===== src/rtl/cfg_bcast_pkg.sv =====
// Shared types and sizing for the configuration broadcast controller.
package cfg_bcast_pkg;

    typedef enum logic [2:0] {
        ST_IDLE,
        ST_CAPTURE,
        ST_SEND,
        ST_DONE,
        ST_ERR
    } state_t;

    localparam int NUM_CFG_WORDS = 3;
    localparam int CFG_ADDR_W    = 8;
    localparam int CFG_DATA_W    = 32;
    // Wide enough for the largest legal TIMEOUT_CYCLES of 1023.
    localparam int TIMER_W       = $clog2(1024);

endpackage


===== src/rtl/cfg_timeout_cnt.sv =====
// Stall timer: counts consecutive stalled cycles of one write beat and flags
// the cycle in which the count has reached TIMEOUT_CYCLES-1.
module cfg_timeout_cnt
    import cfg_bcast_pkg::*;
#(
    parameter int TIMEOUT_CYCLES = 255
) (
    input  logic clk,
    input  logic rst_n,
    input  logic clear,
    input  logic inc,
    output logic expired
);

    localparam logic [TIMER_W-1:0] LAST_COUNT = TIMER_W'(TIMEOUT_CYCLES - 1);

    logic [TIMER_W-1:0] count_reg;

    // Saturates at LAST_COUNT; the controller leaves SEND before it would matter.
    always_ff @(posedge clk) begin
        if (!rst_n || clear) begin
            count_reg <= '0;
        end else if (inc && (count_reg != LAST_COUNT)) begin
            count_reg <= count_reg + 1'b1;
        end
    end

    assign expired = (count_reg == LAST_COUNT);

endmodule


===== src/rtl/cfg_bcast_ctrl.sv =====
// Broadcasts three initialized config words as write beats whenever init
// completes or a reload is requested from DONE/ERR, with a per-beat stall timeout.
module cfg_bcast_ctrl
    import cfg_bcast_pkg::*;
#(
    parameter logic [CFG_ADDR_W-1:0] BASE_ADDR      = 8'h10,
    parameter int                    TIMEOUT_CYCLES = 255
) (
    input  logic                  clk,
    input  logic                  rst_n,
    input  logic                  init_done,
    input  logic [CFG_DATA_W-1:0] cfg0,
    input  logic [CFG_DATA_W-1:0] cfg1,
    input  logic [CFG_DATA_W-1:0] cfg2,
    input  logic                  reload_req,
    output logic                  wr_valid,
    input  logic                  wr_ready,
    output logic [CFG_ADDR_W-1:0] wr_addr,
    output logic [CFG_DATA_W-1:0] wr_data,
    output logic                  load_busy,
    output logic                  load_done,
    output logic                  load_done_pulse,
    output logic                  load_err
);

    localparam logic [1:0] LAST_IDX = 2'(NUM_CFG_WORDS - 1);

    state_t                state;
    logic                  init_prev;
    logic [1:0]            idx;
    logic [1:0]            next_idx;
    logic [CFG_DATA_W-1:0] shadow [NUM_CFG_WORDS];
    logic [CFG_DATA_W-1:0] cfg_in [NUM_CFG_WORDS];
    logic                  timer_clear;
    logic                  timer_inc;
    logic                  timer_expired;

    assign cfg_in[0] = cfg0;
    assign cfg_in[1] = cfg1;
    assign cfg_in[2] = cfg2;
    assign next_idx  = idx + 2'd1;

    // wr_valid is always high in SEND, so wr_ready alone marks a handshake there.
    assign timer_clear = (state == ST_CAPTURE) || ((state == ST_SEND) && wr_ready);
    assign timer_inc   = (state == ST_SEND) && !wr_ready;

    cfg_timeout_cnt #(
        .TIMEOUT_CYCLES(TIMEOUT_CYCLES)
    ) u_timeout (
        .clk    (clk),
        .rst_n  (rst_n),
        .clear  (timer_clear),
        .inc    (timer_inc),
        .expired(timer_expired)
    );

    always_ff @(posedge clk) begin
        if (!rst_n) begin
            state           <= ST_IDLE;
            init_prev       <= 1'b0;
            idx             <= '0;
            wr_valid        <= 1'b0;
            wr_addr         <= '0;
            wr_data         <= '0;
            load_busy       <= 1'b0;
            load_done       <= 1'b0;
            load_done_pulse <= 1'b0;
            load_err        <= 1'b0;
            for (int i = 0; i < NUM_CFG_WORDS; i++) begin
                shadow[i] <= '0;
            end
        end else begin
            init_prev       <= init_done;
            load_done_pulse <= 1'b0;
            // Losing init abandons whatever is in progress, including a pending reload.
            if ((state != ST_IDLE) && !init_done) begin
                state     <= ST_IDLE;
                wr_valid  <= 1'b0;
                load_busy <= 1'b0;
                load_done <= 1'b0;
                load_err  <= 1'b0;
            end else begin
                case (state)
                    ST_IDLE: begin
                        if (init_done && !init_prev) begin
                            state     <= ST_CAPTURE;
                            load_busy <= 1'b1;
                        end
                    end
                    ST_CAPTURE: begin
                        for (int i = 0; i < NUM_CFG_WORDS; i++) begin
                            shadow[i] <= cfg_in[i];
                        end
                        // First beat takes its data straight from the inputs being snapshotted.
                        idx      <= '0;
                        wr_valid <= 1'b1;
                        wr_addr  <= BASE_ADDR;
                        wr_data  <= cfg_in[0];
                        state    <= ST_SEND;
                    end
                    ST_SEND: begin
                        if (wr_ready) begin
                            if (idx == LAST_IDX) begin
                                wr_valid        <= 1'b0;
                                load_busy       <= 1'b0;
                                load_done       <= 1'b1;
                                load_done_pulse <= 1'b1;
                                state           <= ST_DONE;
                            end else begin
                                idx     <= next_idx;
                                wr_addr <= BASE_ADDR + CFG_ADDR_W'(next_idx);
                                wr_data <= shadow[next_idx];
                            end
                        end else if (timer_expired) begin
                            wr_valid  <= 1'b0;
                            load_busy <= 1'b0;
                            load_err  <= 1'b1;
                            state     <= ST_ERR;
                        end
                    end
                    ST_DONE: begin
                        if (reload_req) begin
                            load_done <= 1'b0;
                            load_busy <= 1'b1;
                            state     <= ST_CAPTURE;
                        end
                    end
                    ST_ERR: begin
                        if (reload_req) begin
                            load_err  <= 1'b0;
                            load_busy <= 1'b1;
                            state     <= ST_CAPTURE;
                        end
                    end
                    default: state <= ST_IDLE;
                endcase
            end
        end
    end

endmodule


===== config.mk =====
export PLATFORM = sky130hd
export DESIGN_NAME = cfg_bcast_ctrl
export DESIGN_NICKNAME = d
export VERILOG_FILES = /design/src/rtl/cfg_bcast_pkg.sv /design/src/rtl/cfg_timeout_cnt.sv /design/src/rtl/cfg_bcast_ctrl.sv
export SDC_FILE = /design/constraint.sdc
export NUM_CORES = 1
export LEC_CHECK = 0
export ABC_AREA = 0
export CAP_MARGIN = 10
export CORE_MARGIN = 2
export CORE_UTILIZATION = 35
export DETAILED_ROUTE_END_ITERATION = 10
export GPL_ROUTABILITY_DRIVEN = 1
export HOLD_SLACK_MARGIN = 0.12
export SLEW_MARGIN = 15
export SYNTH_ARGS = -nofsm -noshare
export SYNTH_HDL_FRONTEND = slang
export SYNTH_HIERARCHICAL = 1
export SYNTH_SLANG_ARGS = --single-unit

===== constraint.sdc =====
create_clock -name clk -period 5.1 [get_ports clk]
set_input_delay 1.02 -clock clk [delete_from_list [all_inputs] [get_ports clk]]
set_output_delay 1.02 -clock clk [all_outputs]
set_load 0.02 [all_outputs]

==> impl_metrics.sql, run 1 <==
INSERT INTO impl_metrics (metric_group, metric, value, unit) VALUES
('status', 'result_of_the_run', 'finished clean', ''),
('final_layout', 'post_layout_nets', '836', ''),
('worst_setup_path', 'category_of_the_worst_setup_path_capture_point', 'output pin', ''),
('route', 'routedWlPerCell', '17.1', 'um'),
('floorplanning', 'coreArea', '0.0196', 'mm2'),
('synth', 'netlist.area_leader.share', '41.0', '%'),
('cts', 'cts_tree', 'built', ''),
('route', 'totalWireLength', '17300', 'um'),
('floorplanning', 'initial_utilization', '35.9', '%'),
('final_layout', 'drive_above_1_share', '11.7', '%'),
('grt', 'grt_antenna_before_repair', '0', ''),
('final_layout', 'ant_diodes', '0', ''),
('route', 'vias_per_cell', '5.14', ''),
('worst_setup_path', 'critPathTopFamily', 'buffers and inverters', ''),
('sta', 'rsz0062_at_grt', 'no', ''),
('power_and_ir_drop', 'power.internal', '2.31', 'mW'),
('worst_setup_path', 'path_cells', 'buf_4 > clkdlybuf4s50_1', ''),
('synth', 'synthMostInstantiatedCell', 'sky130_fd_sc_hd__and3_1', ''),
('power_and_ir_drop', 'power_switching', '793', 'uW'),
('synth', 'synthesized_area_fraction_occupied_by_ao_oa_aoi_and_oai_cells', '16.5', '%'),
('sta', 'final.min_clock_period', '3.28', 'ns'),
('power_and_ir_drop', 'cellLeakagePower', '3.48', 'nW'),
('cts', 'post-cts-setup-buffer-count', '0', ''),
('worst_setup_path', 'critical-path-slowest-cell', 'sky130_fd_sc_hd__clkdlybuf4s50_1', ''),
('sta', 'tightestPinTransition', '1.00', 'ns'),
('grt', 'pin_count_of_the_biggest_net_entering_global_routing', '98', ''),
('worst_setup_path', 'cp_num_buf_inv', '2', ''),
('route', 'via_count', '5195', ''),
('sta', 'max_clock_freq', '305', 'MHz'),
('sta', 'fin_skew', '0.0122', 'ns'),
('hold_path', 'whs_endpoint', 'load_done$_SDFFE_PP0P_', ''),
('cts', 'clkLatencyLatePin', '0.42', 'ns'),
('grt', 'number_of_global_route_vias_before_repair', '5091', ''),
('synth', 'synth_simple_gate_area_share', '15.9', '%'),
('power_and_ir_drop', 'ir_worst_vdd', '0.225', 'mV'),
('sta', 'setup_total_negative_slack', '0', 'ns'),
('cts', 'path_clk_slew', '0.06', 'ns'),
('hold_path', 'hold_depth', '2', ''),
('worst_setup_path', 'regToRegEndpoint', 'shadow[2][28]$_SDFFCE_PN0P_', ''),
('synth', 'ys.flop_type', 'sky130_fd_sc_hd__edfxtp_1', ''),
('route', 'drc', '0', ''),
('synth', 'postSynth.asyncResetShare', '0', '%'),
('sta', 'report.final.slew_viol_count', '0', ''),
('synth', 'part_of_the_yosys_area_used_for_sequential_elements', '56.4', '%'),
('cts', 'clockBufferDepth', '2', ''),
('grt', 'track_usage', '16.0', '%'),
('power_and_ir_drop', 'share_clk_of_total_power', '41.3', '%'),
('worst_setup_path', 'crit-reg2reg-launch', 'state[0]$_SDFFE_PP0P_', ''),
('synth', 'synth_xor_xnor_area_share', '0', '%'),
('worst_setup_path', 'rr_worst_depth', '5', ''),
('floorplanning', 'row_count', '51', ''),
('cts', 'ctsHtreeMaxLevel', '4', ''),
('sta', 'slew_hr', '33.2', '%'),
('worst_setup_path', 'worst-endpoint-required', '4.08', 'ns'),
('power_and_ir_drop', 'power.share.sequential', '45.8', '%'),
('synth', 'synth_commonest_cells', 'sky130_fd_sc_hd__and3_1, sky130_fd_sc_hd__edfxtp_1, sky130_fd_sc_hd__a21oi_1', ''),
('placed_design', 'placed_cells', '978', ''),
('sta', 'period_share', '64.3', '%'),
('power_and_ir_drop', 'finalPower', '3.10', 'mW'),
('synth', 'yosys.area_share.adder', '0.534', '%'),
('synth', 'ys_seq_elements', '150', ''),
('hold_path', 'hp-class', 'flop to flop', ''),
('cts', 'number_of_cts_inserted_buffers', '17', ''),
('floorplanning', 'die_height', '146', 'um'),
('worst_setup_path', 'worst-setup-path-type', 'flop to output pin', ''),
('route', 'detail-route-antenna-nets', '0', ''),
('worst_setup_path', 'ff2ff_setup_slack', '2.06', 'ns'),
('synth', 'synth_area', '0.00703', 'mm2'),
('sta', 'final-hold-violation-count', '0', ''),
('floorplanning', 'overall_die_area', '0.0212', 'mm2'),
('synth', 'dominant_combinational_cell_family_by_area_after_synthesis', 'compound AO/OA/AOI/OAI gates', '');
[area by class of cell]
class,count,area share (%)
clock buffer,18,4.80
clock inverter,14,1.82
multi-input combinational,407,30.0
sequential,150,43.4
inverter,6,0.246
tap,265,3.63
timing repair buffer,150,16.1
[metal layers]
layer,routed length [um],track usage [%],up-vias
li1,-,-,2541
met1,7920,22.0,2461
met2,8090,24.9,175
met3,997,4.39,18
met4,255,4.71,0
met5,0,0,-
[logic make-up after synthesis]
kind of cell	Yosys count
compound gates	167
fa+ha+maj	3
buf+inv	72
flops	150
mux	38
other cells	1
simple gates	194
[per-stage QoR]
stage / setup WS (ns) / util [%] / hold slack [ns] / instance area (um2)
2_1_floorplan: 1.36 / - / 0.457 / 7040
4_1_cts: 1.75 / 46.7 / 0.462 / 9140
3_5_place_dp: 1.94 / 43.6 / 0.452 / 8540
5_1_grt: 1.73 / 46.7 / 0.498 / 9140
6_report: 1.82 / 46.7 / 0.457 / 9140
3_3_place_gp: 2.01 / 43.6 / 0.438 / 8540
[worst max-delay path by stage]
stage,from,end,slack [ns],depth (start not counted)
2_1_floorplan,rst_n,shadow[0][0]$_SDFFCE_PN0P_,1.36,2
3_3_place_gp,init_done,shadow[0][13]$_SDFFCE_PN0P_,2.01,4
3_5_place_dp,init_done,shadow[1][14]$_SDFFCE_PN0P_,1.94,4
4_1_cts,idx[0]$_SDFFE_PN0P_,wr_addr[0],1.75,2
5_1_grt,idx[0]$_SDFFE_PN0P_,wr_addr[0],1.73,2
6_report,idx[0]$_SDFFE_PN0P_,wr_addr[0],1.82,2
[power by group through the flow]
stage	registers, mW	logic [mW]	clock network (mW)
after floorplan	1.47	0.191	0
after CTS	1.42	0.402	1.31
after global routing	1.43	0.434	1.35
after detailed placement	1.45	0.400	0
after global placement	1.45	0.394	0
final	1.42	0.400	1.28
[cell usage in the layout (no fill, tap or decap), drive strengths merged, types with 4 or more instances in the layout]
cell	netlist	final
a211oi	39	39
clkbuf	42	18
clkinv	0	6
nor2	41	41
o21ai	38	38
conb	1	5
and3	100	100
edfxtp	96	96
a31oi	5	5
dfxtp	54	54
a21oi	70	70
clkdlybuf4s50	0	139
nand2	13	13
nand3	9	9
mux2i	38	38
inv	6	12
nor3b	4	4
nand2b	7	7
buf	24	11
[worst reg2reg max path: stages (launching register included)]
cell	delay (ns)
sky130_fd_sc_hd__dfxtp_1	0.61
sky130_fd_sc_hd__nor3b_4	0.26
sky130_fd_sc_hd__buf_4	0.64
sky130_fd_sc_hd__nand2_1	0.24
sky130_fd_sc_hd__nand2_4	0.46
sky130_fd_sc_hd__buf_4	0.47
Note: power is estimated with default switching activity, not from simulation.
==> run 2, diff against run 1 <==
Clock period 5.1 ns to 3.1 ns, I/O delays scaled along.
==> impl_metrics.sql, run 2 (same netlist as run 1, synthesis figures left out) <==
INSERT INTO impl_metrics (metric_group, metric, value, unit) VALUES
('cts', 'cts.root.buffer_cell', 'sky130_fd_sc_hd__clkbuf_16', ''),
('sta', 'slew_hr', '41.9', '%'),
('route', 'totalWireLength', '17200', 'um'),
('power_and_ir_drop', 'powerDensity', '564', 'mW/mm2'),
('floorplanning', 'initial_utilization', '35.9', '%'),
('cts', 'path_clk_slew', '0.06', 'ns'),
('hold_path', 'hold_depth', '2', ''),
('sta', 'setup_total_negative_slack', '0', 'ns'),
('floorplanning', 'row_count', '51', ''),
('final_layout', 'post_layout_nets', '838', ''),
('grt', 'number_of_global_route_vias_before_repair', '5167', ''),
('sta', 'setup_viol', '0', ''),
('placed_design', 'port-buffer-count', '140', ''),
('hold_path', 'whs_endpoint', 'load_done$_SDFFE_PP0P_', ''),
('hold_path', 'hp-class', 'flop to flop', ''),
('run', 'drv_cap', '0', ''),
('power_and_ir_drop', 'power.share.sequential', '45.2', '%'),
('power_and_ir_drop', 'share_clk_of_total_power', '42.0', '%'),
('cts', 'cts_tree', 'built', ''),
('floorplanning', 'die_width', '146', 'um'),
('hold_path', 'holdCritStartpoint', 'load_done$_SDFFE_PP0P_', ''),
('sta', 'tightestPinTransition', '0.872', 'ns'),
('grt', 'gr-max-usage-layer', 'met2', ''),
('worst_setup_path', 'worst_setup_path_start_kind', 'flop', ''),
('floorplanning', 'die_height', '146', 'um'),
('worst_setup_path', 'critical_path_peak_fanout', '19', ''),
('cts', 'holdBufCountCts', '0', ''),
('worst_setup_path', 'critPathTopFamily', 'buffers and inverters', ''),
('sta', 'timing.final.ws_setup', '0.683', 'ns'),
('grt', 'met2_usage', '26.7', '%'),
('cts', 'number_of_cts_inserted_buffers', '17', ''),
('worst_setup_path', 'ff2ff_setup_slack', '0.69', 'ns'),
('power_and_ir_drop', 'swShare', '23.7', '%'),
('route', 'routedWlPerCell', '17.0', 'um'),
('cts', 'clockBufferDepth', '2', ''),
('route', 'drt_iter0_drc', '350', ''),
('worst_setup_path', 'arrival_time_at_the_worst_endpoint', '1.80', 'ns'),
('placed_design', 'globalplace.congestion', '0.770', ''),
('worst_setup_path', 'category_of_the_worst_setup_path_capture_point', 'output pin', ''),
('final_layout', 'drive_above_1_share', '11.4', '%'),
('worst_setup_path', 'worst-setup-path-type', 'flop to output pin', ''),
('worst_setup_path', 'worst-endpoint-required', '2.48', 'ns'),
('cts', 'clkLatencyLatePin', '0.42', 'ns'),
('floorplanning', 'overall_die_area', '0.0212', 'mm2'),
('power_and_ir_drop', 'comb_power_share', '12.8', '%'),
('final_layout', 'largest_reg_flops', '96', ''),
('worst_setup_path', 'critical-path-slowest-cell', 'sky130_fd_sc_hd__clkdlybuf4s50_1', ''),
('route', 'via_count', '5209', ''),
('route', 'detail_route.first_pass.iterations', '5', ''),
('grt', 'grt_remaining_overflow', '0', ''),
('sta', 'final.min_clock_period', '2.42', 'ns'),
('placed_design', 'detailedPlacementHpwl', '10900', 'um'),
('final_layout', 'area_growth', '31.1', '%'),
('grt', 'grt_antenna_before_repair', '1', ''),
('power_and_ir_drop', 'power_switching', '1.23', 'mW'),
('grt', 'grtUsageMet3', '4.23', '%'),
('route', 'vias_per_cell', '5.14', ''),
('grt', 'track_usage', '16.5', '%'),
('worst_setup_path', 'crit-reg2reg-launch', 'state[1]$_SDFFE_PP0P_', ''),
('placed_design', 'place_worst_setup_slack', '0.538', 'ns'),
('grt', 'global_route.usage.met1', '22.1', '%'),
('worst_setup_path', 'rr_worst_depth', '5', ''),
('sta', 'final-hold-violation-count', '0', ''),
('final_layout', 'most_frequent_standard_cell_in_the_layout_excluding_fill_and_tap_cells', 'sky130_fd_sc_hd__clkdlybuf4s50_1', ''),
('worst_setup_path', 'cp_num_buf_inv', '2', ''),
('sta', 'report.final.slew_viol_count', '0', ''),
('cts', 'post-cts-setup-buffer-count', '0', ''),
('sta', 'max_clock_freq', '414', 'MHz'),
('power_and_ir_drop', 'power.internal', '3.96', 'mW'),
('worst_setup_path', 'path_cells', 'buf_4 > clkdlybuf4s50_1', ''),
('grt', 'pin_count_of_the_biggest_net_entering_global_routing', '97', ''),
('floorplanning', 'coreArea', '0.0196', 'mm2'),
('worst_setup_path', 'regToRegEndpoint', 'u_timeout/count_reg[5]$_SDFFE_PP0P_', ''),
('power_and_ir_drop', 'ir_worst_vdd', '0.364', 'mV'),
('grt', 'grt_pass1_wl', '28000', 'um'),
('sta', 'fin_skew', '0.00960', 'ns'),
('floorplanning', 'ioPinCount', '146', ''),
('final_layout', 'most-common-layout-cells', 'sky130_fd_sc_hd__clkdlybuf4s50_1, sky130_fd_sc_hd__and3_1, sky130_fd_sc_hd__edfxtp_1', ''),
('cts', 'clock_sinks', '150', ''),
('worst_setup_path', 'largest_stage_delay_on_the_critical_path', '0.69', 'ns'),
('power_and_ir_drop', 'cellLeakagePower', '3.50', 'nW'),
('status', 'result_of_the_run', 'finished clean', ''),
('cts', 'ctsHtreeMaxLevel', '4', ''),
('route', 'drc', '0', ''),
('route', 'detail-route-antenna-nets', '0', ''),
('cts', 'post_cts_resize_count', '0', ''),
('sta', 'rsz0062_at_grt', 'no', ''),
('sta', 'period_share', '78.0', '%');
[run 2: metrics by stage]
step,cells,total power [mW],util [%],area [um2],hold slack (ns)
final,1013,5.19,47.0,9210,0.454
after global routing,1012,5.40,47.0,9210,0.506
after CTS,1012,5.23,47.0,9210,0.458
after detailed placement,980,3.06,43.8,8590,0.449
after global placement,980,3.04,43.8,8590,0.438
after floorplan,629,2.73,-,7040,0.457
[run 2: power by group through the flow]
| stage | clock, mW | combinational, mW | sequential (mW) |
|---|---|---|---|
| after floorplan | 0 | 0.315 | 2.42 |
| after global placement | 0 | 0.656 | 2.38 |
| after detailed placement | 0 | 0.669 | 2.39 |
| after CTS | 2.21 | 0.672 | 2.35 |
| after global routing | 2.32 | 0.724 | 2.36 |
| final | 2.18 | 0.666 | 2.34 |
[run 2: per-layer routing]
layer	vias to the layer above	part of all wire (%)
met5	-	0
met4	0	1.2
met3	17	4.8
met2	141	48
met1	2507	46
li1	2544	-
[run 2: worst max-delay path by stage]
| stage | slack, ns | startpoint | endpoint | cells past startpoint |
|---|---|---|---|---|
| finish | 0.68 | idx[0]$_SDFFE_PN0P_ | wr_addr[0] | 2 |
| global route | 0.54 | state[1]$_SDFFE_PP0P_ | u_timeout/count_reg[5]$_SDFFE_PP0P_ | 5 |
| CTS | 0.67 | idx[0]$_SDFFE_PN0P_ | wr_addr[0] | 2 |
| detailed placement | 0.54 | wr_ready | u_timeout/count_reg[4]$_SDFFE_PP0P_ | 6 |
| global placement | 0.61 | wr_ready | idx[0]$_SDFFE_PN0P_ | 6 |
| floorplan | 0.49 | state[2]$_SDFFE_PP0P_ | shadow[0][0]$_SDFFCE_PN0P_ | 5 |
[run 2: cell type report]
type                       count  area [um2]
tap                          265         332
inverter                       6        22.5
fill                        1815       10400
timing repair buffer         152        1520
antenna                        1        2.50
clock buffer                  22         464
multi-input combinational    407        2750
sequential                   150        3970
clock inverter                10         154
[run 2: tightest hold or removal path: stages, from the launching register on]
cell and delay [ns]:
sky130_fd_sc_hd__dfxtp_1 0.31, sky130_fd_sc_hd__inv_1 0.05, sky130_fd_sc_hd__a211oi_1 0.05
==> run 3, diff against run 2 <==
Clock period 3.1 ns to 2.36 ns, I/O delays scaled along.
==> impl_metrics.sql, run 3 (same netlist as run 1, synthesis figures left out) <==
INSERT INTO impl_metrics (metric_group, metric, value, unit) VALUES
('status', 'result_of_the_run', 'finished clean', ''),
('grt', 'number_of_global_route_vias_before_repair', '5346', ''),
('floorplanning', 'coreArea', '0.0196', 'mm2'),
('placed_design', 'globalplace.congestion', '0.831', ''),
('power_and_ir_drop', 'cellLeakagePower', '3.56', 'nW'),
('cts', 'post_cts_resize_count', '0', ''),
('worst_setup_path', 'critical_path_peak_fanout', '6', ''),
('sta', 'timing.final.ws_setup', '0.177', 'ns'),
('power_and_ir_drop', 'powerDensity', '742', 'mW/mm2'),
('grt', 'grt_remaining_overflow', '0', ''),
('grt', 'grt_pass1_wl', '27900', 'um'),
('cts', 'path_clk_slew', '0.06', 'ns'),
('placed_design', 'detailedPlacementHpwl', '11400', 'um'),
('sta', 'period_share', '92.5', '%'),
('cts', 'number_of_cts_inserted_buffers', '17', ''),
('worst_setup_path', 'arrival_time_at_the_worst_endpoint', '2.50', 'ns'),
('floorplanning', 'overall_die_area', '0.0212', 'mm2'),
('power_and_ir_drop', 'ir_worst_vdd', '0.467', 'mV'),
('final_layout', 'largest_reg_flops', '96', ''),
('floorplanning', 'row_count', '51', ''),
('route', 'drt_iter0_drc', '341', ''),
('route', 'drc', '0', ''),
('sta', 'tightestPinTransition', '0.657', 'ns'),
('final_layout', 'post_layout_nets', '847', ''),
('final_layout', 'drive_above_1_share', '12.6', '%'),
('cts', 'post-cts-setup-buffer-count', '0', ''),
('sta', 'rsz0062_at_grt', 'no', ''),
('placed_design', 'place_worst_setup_slack', '0.00346', 'ns'),
('grt', 'grt_antenna_before_repair', '1', ''),
('sta', 'fin_skew', '0.0101', 'ns'),
('worst_setup_path', 'largest_stage_delay_on_the_critical_path', '0.46', 'ns'),
('final_layout', 'most-common-layout-cells', 'sky130_fd_sc_hd__clkdlybuf4s50_1, sky130_fd_sc_hd__and3_1, sky130_fd_sc_hd__edfxtp_1', ''),
('route', 'detail_route.first_pass.iterations', '5', ''),
('final_layout', 'area_growth', '33.2', '%'),
('worst_setup_path', 'path_cells', 'inv_1 > ha_1 > nor3b_4 > nand2_1 > nor2_1 > mux2i_1 > or3b_2 > a21oi_1 > nor3_1', ''),
('power_and_ir_drop', 'power.share.sequential', '44.2', '%'),
('floorplanning', 'die_width', '146', 'um'),
('hold_path', 'hp-class', 'flop to flop', ''),
('cts', 'holdBufCountCts', '0', ''),
('final_layout', 'most_frequent_standard_cell_in_the_layout_excluding_fill_and_tap_cells', 'sky130_fd_sc_hd__clkdlybuf4s50_1', ''),
('sta', 'final.min_clock_period', '2.18', 'ns'),
('floorplanning', 'die_height', '146', 'um'),
('cts', 'ctsHtreeMaxLevel', '4', ''),
('worst_setup_path', 'worst-endpoint-required', '2.67', 'ns'),
('power_and_ir_drop', 'swShare', '23.9', '%'),
('floorplanning', 'initial_utilization', '35.9', '%'),
('floorplanning', 'ioPinCount', '146', ''),
('run', 'drv_cap', '0', ''),
('cts', 'clockBufferDepth', '2', ''),
('worst_setup_path', 'critical-path-slowest-cell', 'sky130_fd_sc_hd__or3b_2', ''),
('grt', 'pin_count_of_the_biggest_net_entering_global_routing', '91', ''),
('route', 'totalWireLength', '17500', 'um'),
('worst_setup_path', 'category_of_the_worst_setup_path_capture_point', 'flop', ''),
('sta', 'slew_hr', '56.2', '%'),
('power_and_ir_drop', 'share_clk_of_total_power', '42.7', '%'),
('cts', 'clkLatencyLatePin', '0.43', 'ns'),
('final_layout', 'fin_area', '0.00936', 'mm2'),
('sta', 'max_clock_freq', '458', 'MHz'),
('worst_setup_path', 'worst_setup_path_start_kind', 'flop', ''),
('placed_design', 'port-buffer-count', '140', ''),
('sta', 'final-hold-violation-count', '0', ''),
('route', 'via_count', '5269', ''),
('final_layout', 'postLayoutCoreUtil', '47.8', '%'),
('route', 'detail-route-antenna-nets', '0', ''),
('cts', 'cts.root.buffer_cell', 'sky130_fd_sc_hd__clkbuf_16', ''),
('worst_setup_path', 'worst-setup-path-type', 'flop to flop', ''),
('grt', 'track_usage', '16.5', '%'),
('power_and_ir_drop', 'power.internal', '5.29', 'mW'),
('sta', 'setup_viol', '0', ''),
('route', 'vias_per_cell', '5.16', ''),
('route', 'routedWlPerCell', '17.1', 'um'),
('placed_design', 'placedInstanceArea', '0.00871', 'mm2'),
('power_and_ir_drop', 'power_switching', '1.66', 'mW'),
('cts', 'clock_sinks', '150', ''),
('sta', 'report.final.slew_viol_count', '0', ''),
('power_and_ir_drop', 'comb_power_share', '13.1', '%'),
('cts', 'cts_tree', 'built', '');
==> run 3: cell type report <==
class | instances | area, um2
multi-input combinational | 407 | 2760
clock inverter | 12 | 203
sequential | 150 | 3970
timing repair buffer | 161 | 1640
antenna | 1 | 2.50
fill | 1810 | 10200
inverter | 6 | 22.5
tap | 265 | 332
clock buffer | 20 | 437
==> run 3: metal layers <==
metal	track usage, %	share of wire [%]	up-vias	routed length (um)
met5	0	0	-	0
met4	4.80	1.1	0	190
met3	4.80	5.2	16	920
met2	26.6	48	150	8390
met1	21.5	46	2541	8030
li1	-	-	2562	-
==> run 3: per-stage QoR <==
stage                     setup TNS (ns)  total power, mW  std cells  hold WS (ns)
after floorplan                   -0.532             3.59        629         0.457
after global placement                 0             4.02        989         0.438
after detailed placement               0             4.04        989         0.446
after CTS                              0             6.99       1021         0.457
after global routing                   0             7.19       1021         0.482
final                                  0             6.94       1022         0.451
==> run 3: final timing paths <==
check                                       from                endpoint  slack, ns  cells past startpoint
min                       load_done$_SDFFE_PP0P_  load_done$_SDFFE_PP0P_       0.45                      2
min reg2reg               load_done$_SDFFE_PP0P_  load_done$_SDFFE_PP0P_       0.45                      2
max reg2reg  u_timeout/count_reg[0]$_SDFFE_PP0P_   wr_valid$_SDFFE_PP0P_       0.18                      9
max          u_timeout/count_reg[0]$_SDFFE_PP0P_   wr_valid$_SDFFE_PP0P_       0.18                      9
==> run 3: worst max-delay path: cells and delay by family, from the launching register on <==
family | cells | cell delay, ns
AOI/OAI and AO/OA | 1 | 0.15
buffers and inverters | 1 | 0.07
and+or+nand+nor | 5 | 1.20
adders and majority gates | 1 | 0.17
DFF | 1 | 0.35
muxes | 1 | 0.14
==> run 3: power groups by stage <==
| stage | combinational (mW) | clock [mW] | sequential (mW) |
|---|---|---|---|
| floorplan | 0.415 | 0 | 3.17 |
| global placement | 0.895 | 0 | 3.12 |
| detailed placement | 0.912 | 0 | 3.13 |
| CTS | 0.916 | 3.00 | 3.07 |
| global route | 0.985 | 3.11 | 3.09 |
| finish | 0.909 | 2.96 | 3.07 |
